## config.mk

```make
export PLATFORM = sky130hd
export DESIGN_NAME = ifu_fetch
export DESIGN_NICKNAME = d
export VERILOG_FILES = /design/src/rtl/ifu_pkg.sv /design/src/rtl/ifu_fetch.sv
export SDC_FILE = /design/constraint.sdc
export NUM_CORES = 1
export LEC_CHECK = 0
export CAP_MARGIN = 25
export CORE_MARGIN = 10
export CORE_UTILIZATION = 30
export DETAILED_ROUTE_END_ITERATION = 8
export PLACE_DENSITY_LB_ADDON = 0.25
export SLEW_MARGIN = 20
export SYNTH_ARGS = -nofsm -noshare
export SYNTH_HDL_FRONTEND = slang
export SYNTH_SLANG_ARGS = --single-unit
```

## constraint.sdc

```tcl
create_clock -name clk -period 3.1 [get_ports clk]
set_clock_uncertainty 0.2 [all_clocks]
set_input_delay 0.62 -clock clk [delete_from_list [all_inputs] [get_ports clk]]
set_output_delay 0.62 -clock clk [all_outputs]
set_load 0.01 [all_outputs]
```

## src/rtl/ifu_pkg.sv

```systemverilog
// Shared definitions for the instruction fetch unit: FSM state codes,
// response codes and reset defaults.
package ifu_pkg;

    localparam logic [2:0] ST_IDLE = 3'd0;
    localparam logic [2:0] ST_REQ  = 3'd1;
    localparam logic [2:0] ST_WAIT = 3'd2;
    localparam logic [2:0] ST_HOLD = 3'd3;
    localparam logic [2:0] ST_ERR  = 3'd4;

    localparam logic [1:0]  RESP_OK          = 2'b00;
    localparam logic [31:0] DEFAULT_RESET_PC = 32'h8000_0000;
    localparam int unsigned DEFAULT_PC_STEP  = 4;

    function automatic logic is_aligned(input logic [31:0] addr);
        return addr[1:0] == 2'b00;
    endfunction

endpackage

```

## src/rtl/ifu_fetch.sv

```systemverilog
// Instruction fetch unit: owns the PC, issues one read at a time over a
// valid/ready channel and presents {pc, inst} to decode.
module ifu_fetch
    import ifu_pkg::*;
#(
    parameter logic [31:0] RESET_PC = DEFAULT_RESET_PC,
    parameter int unsigned PC_STEP  = DEFAULT_PC_STEP
) (
    input  logic        clk,
    input  logic        rst_n,
    output logic [31:0] araddr,
    output logic        arvalid,
    input  logic        arready,
    input  logic [31:0] rdata,
    input  logic [1:0]  rresp,
    input  logic        rvalid,
    output logic        rready,
    output logic [31:0] inst,
    output logic [31:0] inst_pc,
    output logic        inst_valid,
    input  logic        inst_ready,
    input  logic        redirect_valid,
    input  logic [31:0] redirect_pc,
    input  logic        halt,
    output logic        fetch_err
);

    logic [2:0]  state, state_d;
    logic [31:0] pc, pc_d;
    logic [31:0] ar_addr, ar_addr_d;
    logic [31:0] inst_d, inst_pc_d;
    logic        inst_valid_d;
    logic        stale, stale_d;
    logic        err_d;
    logic [2:0]  resume_state;

    // The request address is latched separately from pc so a redirect never
    // changes araddr while arvalid is waiting for arready.
    assign araddr  = ar_addr;
    assign arvalid = (state == ST_REQ);
    assign rready  = (state == ST_WAIT) || (state == ST_ERR);

    assign resume_state = halt ? ST_IDLE : ST_REQ;

    // NOTE: every signal gets its hold value first so no branch leaves one
    // unassigned, which would otherwise infer a latch.
    always_comb begin
        state_d      = state;
        pc_d         = pc;
        ar_addr_d    = ar_addr;
        inst_d       = inst;
        inst_pc_d    = inst_pc;
        inst_valid_d = inst_valid;
        stale_d      = stale;
        err_d        = fetch_err;

        case (state)
            ST_IDLE: begin
                if (!halt) state_d = ST_REQ;
            end
            ST_REQ: begin
                if (arready) state_d = ST_WAIT;
            end
            ST_WAIT: begin
                if (rvalid) begin
                    if (rresp != RESP_OK) begin
                        err_d   = 1'b1;
                        state_d = ST_ERR;
                    end else if (stale || redirect_valid) begin
                        stale_d = 1'b0;
                        state_d = resume_state;
                    end else begin
                        inst_d       = rdata;
                        inst_pc_d    = pc;
                        inst_valid_d = 1'b1;
                        state_d      = ST_HOLD;
                    end
                end
            end
            ST_HOLD: begin
                if (inst_ready) begin
                    pc_d         = pc + 32'(PC_STEP);
                    inst_valid_d = 1'b0;
                    state_d      = resume_state;
                end
            end
            ST_ERR: begin
                state_d = ST_ERR;
            end
            default: begin
                state_d = ST_ERR;
            end
        endcase

        // Redirect overrides the sequential pc; a request already in flight
        // is marked stale so its response is thrown away.
        if (redirect_valid && state != ST_ERR) begin
            pc_d = redirect_pc;
            if (state == ST_REQ || (state == ST_WAIT && !rvalid)) stale_d = 1'b1;
            if (state == ST_HOLD) begin
                inst_valid_d = 1'b0;
                state_d      = resume_state;
            end
            if (!is_aligned(redirect_pc)) begin
                err_d   = 1'b1;
                state_d = ST_ERR;
            end
        end

        if (state_d == ST_ERR) inst_valid_d = 1'b0;
        if (state_d == ST_REQ && state != ST_REQ) ar_addr_d = pc_d;
    end

    // NOTE: sequential state uses non-blocking assignments so every register
    // samples the pre-edge values regardless of statement order.
    always_ff @(posedge clk or negedge rst_n) begin
        if (!rst_n) begin
            state      <= ST_IDLE;
            pc         <= RESET_PC;
            ar_addr    <= RESET_PC;
            inst       <= '0;
            inst_pc    <= '0;
            inst_valid <= 1'b0;
            stale      <= 1'b0;
            fetch_err  <= 1'b0;
        end else begin
            state      <= state_d;
            pc         <= pc_d;
            ar_addr    <= ar_addr_d;
            inst       <= inst_d;
            inst_pc    <= inst_pc_d;
            inst_valid <= inst_valid_d;
            stale      <= stale_d;
            fetch_err  <= err_d;
        end
    end

endmodule

```

==> results.md, run 1 <==
- Final net count: 749
- Die Y-Extent: 160.8 um
- Synth Flop Type: dfrtp_1
- Root Buffer: clkbuf_16
- Switching power as a share of total power: 0.2080
- Switching power: 0.8945 mW
- Top cells by area, synth: dfrtp_1, mux2_2, mux2_1, nand2_1, a31oi_1
- Setup CP Type: reg2out
- Top-count cell post-synth: dfrtp_1
- Maximum root-to-sink buffer count: 2
- Post-Syn Area: 5949 um^2
- Pwr dens: 488.8 nW/um^2
- Initial Utilization: 0.3057
- CTS tree: built
- Routed met3 length: 1.461 mm
- Clk network pwr share: 0.539
- Global Route Usage Sum: 0.1406
- Most frequent cells after synthesis: dfrtp_1, mux2_2, nand2_1
- Clock Latency Late Sink: 0.42 ns
- Pins Over Slew Limit: 0
- GRT overflow: 0
- Synth area leader: dfrtp_1
- Total Power: 4.301 mW
- WP data arrival: 1.97 ns
- Share of the synthesized area in the top cell type: 0.5552
- Setup WS pre-CTS: -0.09766 ns
- Largest net degree at the start of global routing: 71
- Initial antenna violation count: 0
- Type of origin of the critical path: flip-flop
- Met2 WL: 8.288 mm
- IO buf count: 172
- # Post-CTS Setup Buffers: 0
- Critical Path Fanout Max: 13
- Sequential share of the synthesized area: 0.5640
- DRT antenna net count: 0
- Fin crit period: 2.788 ns
- Routed wire per std cell: 18.75 um
- Residual DRC count: 0
- First-pass GRT wire length: 28.98 mm
- Fmax: 358.6 MHz
- Fin. Hold Viols: 0
- CTS Sinks: 134
- I/O Pins: 173
- Chip width: 160.8 um
- Total CTS buffers: 17
- Reg power frac: 0.419
- Synth warn: 0
- Internal power: 3.407 mW
- Row count: 51
- Maximum vdd drop: 367.5 uV
- MaxCap Viol Count: 0
- Worst Setup End Kind: output pin
- Number of global-route vias before repair: 5,030
- Pleak: 3.898 nW
- Slew at the pin closest to its max-slew limit: 0.5412 ns
- TritonRoute pass-1 iters: 4
- Final worst slack: 0.3116 ns
- Synth Register Bits: 134
- Share of cells above drive strength 1: 0.1817
- DR vias/cell: 4.826
- DR iter-0 viols: 295
- Uppermost layer routed: met4
- RSZ-0062 raised after global routing: no
- DP HPWL: 13.18 mm
- Combinational Power Share: 0.043
- Fraction of registers with async set or reset after synthesis: 1.000
- Final Cycle Share: 0.8995
- Total wire length: 17.87 mm
- Met1 WL: 7.897 mm
- Syn-to-layout area delta: 47.91%
- DIE AREA: 25,860 um^2
- GP Congestion: 0.7848
- Via count: 4,599
- Distinct cells, synth: 56
- Mean Syn Cell Area: 12.14 um^2
- Worst EP required: 2.28 ns
- Worst hold path class: reg2reg
- H-tree depth: 4
- Setup-failing EPs final: 0
- Relative max-transition margin: 0.6359
- Cells after Synth: 490
- EDFF count, synth: 0
- Status: finished clean
- Clock slew at reported path FFs: 0.06 ns
- Antenna diodes: 0
- Post-Syn Nets: 564
- Fin Hold WS: 0.2923 ns
- Core ar.: 19,460 um^2
## state kept, by name (all words and copies together), names as in the netlist
register    count
araddr         32
inst           32
inst_pc        32
pc             32
state           3
fetch_err       1
inst_valid      1
stale           1
## metrics by stage
step	util	cell area (um^2)	TNS, ns	std cells
4_1_cts	0.4521	8800	0	953
2_1_floorplan	-	5949	0	490
3_3_place_gp	0.4172	8119	-0.6223	920
3_5_place_dp	0.4172	8119	-2.387	920
6_report	0.4521	8800	0	953
5_1_grt	0.4521	8800	0	953
## metal layers
metal | vias up | global-route usage
met1 | 2261 | 0.1715
met4 | 0 | 0.04301
met3 | 14 | 0.06314
li1 | 2177 | -
met2 | 147 | 0.2186
met5 | - | 0
## timing repair
action | CTS | global route
resized for setup | 0 | 0
hold buffers | 1 | 0
endpoints found under the hold margin | 46 | 0
## layout by cell type (no fill, tap or decap), types with 5 or more instances in the layout
cell type,count
buf_12,5
nor3_1,6
buf_4,16
inv_1,8
mux2_1,32
or4_1,12
mux2_2,61
clkdlybuf4s50_1,171
bufinv_16,6
nor2_1,23
o31ai_1,11
or3_1,5
dfrtp_1,132
a31oi_1,18
nand4_1,17
nand3_1,12
o21ai_0,21
nand2_1,36
xnor2_1,9
clkbuf_16,17
## cell families after synthesis
family / after synthesis / share of synthesized area
and+or+nand+nor: 146 / 0.1386
adders and majority gates: 1 / 0.002103
xor gates and xnor gates: 11 / 0.01619
buffers and inverters: 36 / 0.02671
DFF: 134 / 0.5640
muxes: 94 / 0.1777
AOI/OAI and AO/OA: 68 / 0.07466
## path summary, 6_finish.rpt
kind	start	end	slack, ns	depth (start not counted)
min in group asynchronous	rst_n	inst_pc[13]	0.51	2
setup / recovery	state[0]	arvalid	0.31	3
hold reg to reg	inst_pc[18]	inst_pc[18]	0.29	2
setup reg to reg	state[2]	araddr[23]	0.55	6
max in group asynchronous	rst_n	inst[6]	1.34	3
hold / removal	inst_pc[18]	inst_pc[18]	0.29	2
## layout make-up
class | count | area [um^2]
well taps | 265 | 331.6
multi-input cells | 320 | 2459
fillers | 1836 | 10660
repair buffers | 194 | 1953
clock buffers | 20 | 446.7
clock inverters | 12 | 224.0
inverters | 8 | 30.03
flip-flops and latches | 134 | 3356
## worst max-delay path, stage by stage, from the launching register on
cell and delay, ns:
dfrtp_1 0.57, nor2b_1 0.27, and2_1 0.16, clkdlybuf4s50_1 0.55
## power groups by stage
stage,combinational [mW],clock [mW],sequential (mW)
floorplan,0.0353,0,1.82
global placement,0.181,0,1.83
detailed placement,0.185,0,1.83
CTS,0.188,2.38,1.80
global route,0.202,2.46,1.81
finish,0.183,2.32,1.80
Power figures use the tool's default switching activity.
==> inputs of run 2 (changes only) <==
Settings changed: SLEW_MARGIN 20 to default.
==> results of run 2 <==
Same layout as run 1: the final DEF is identical, and so are final timing and power.
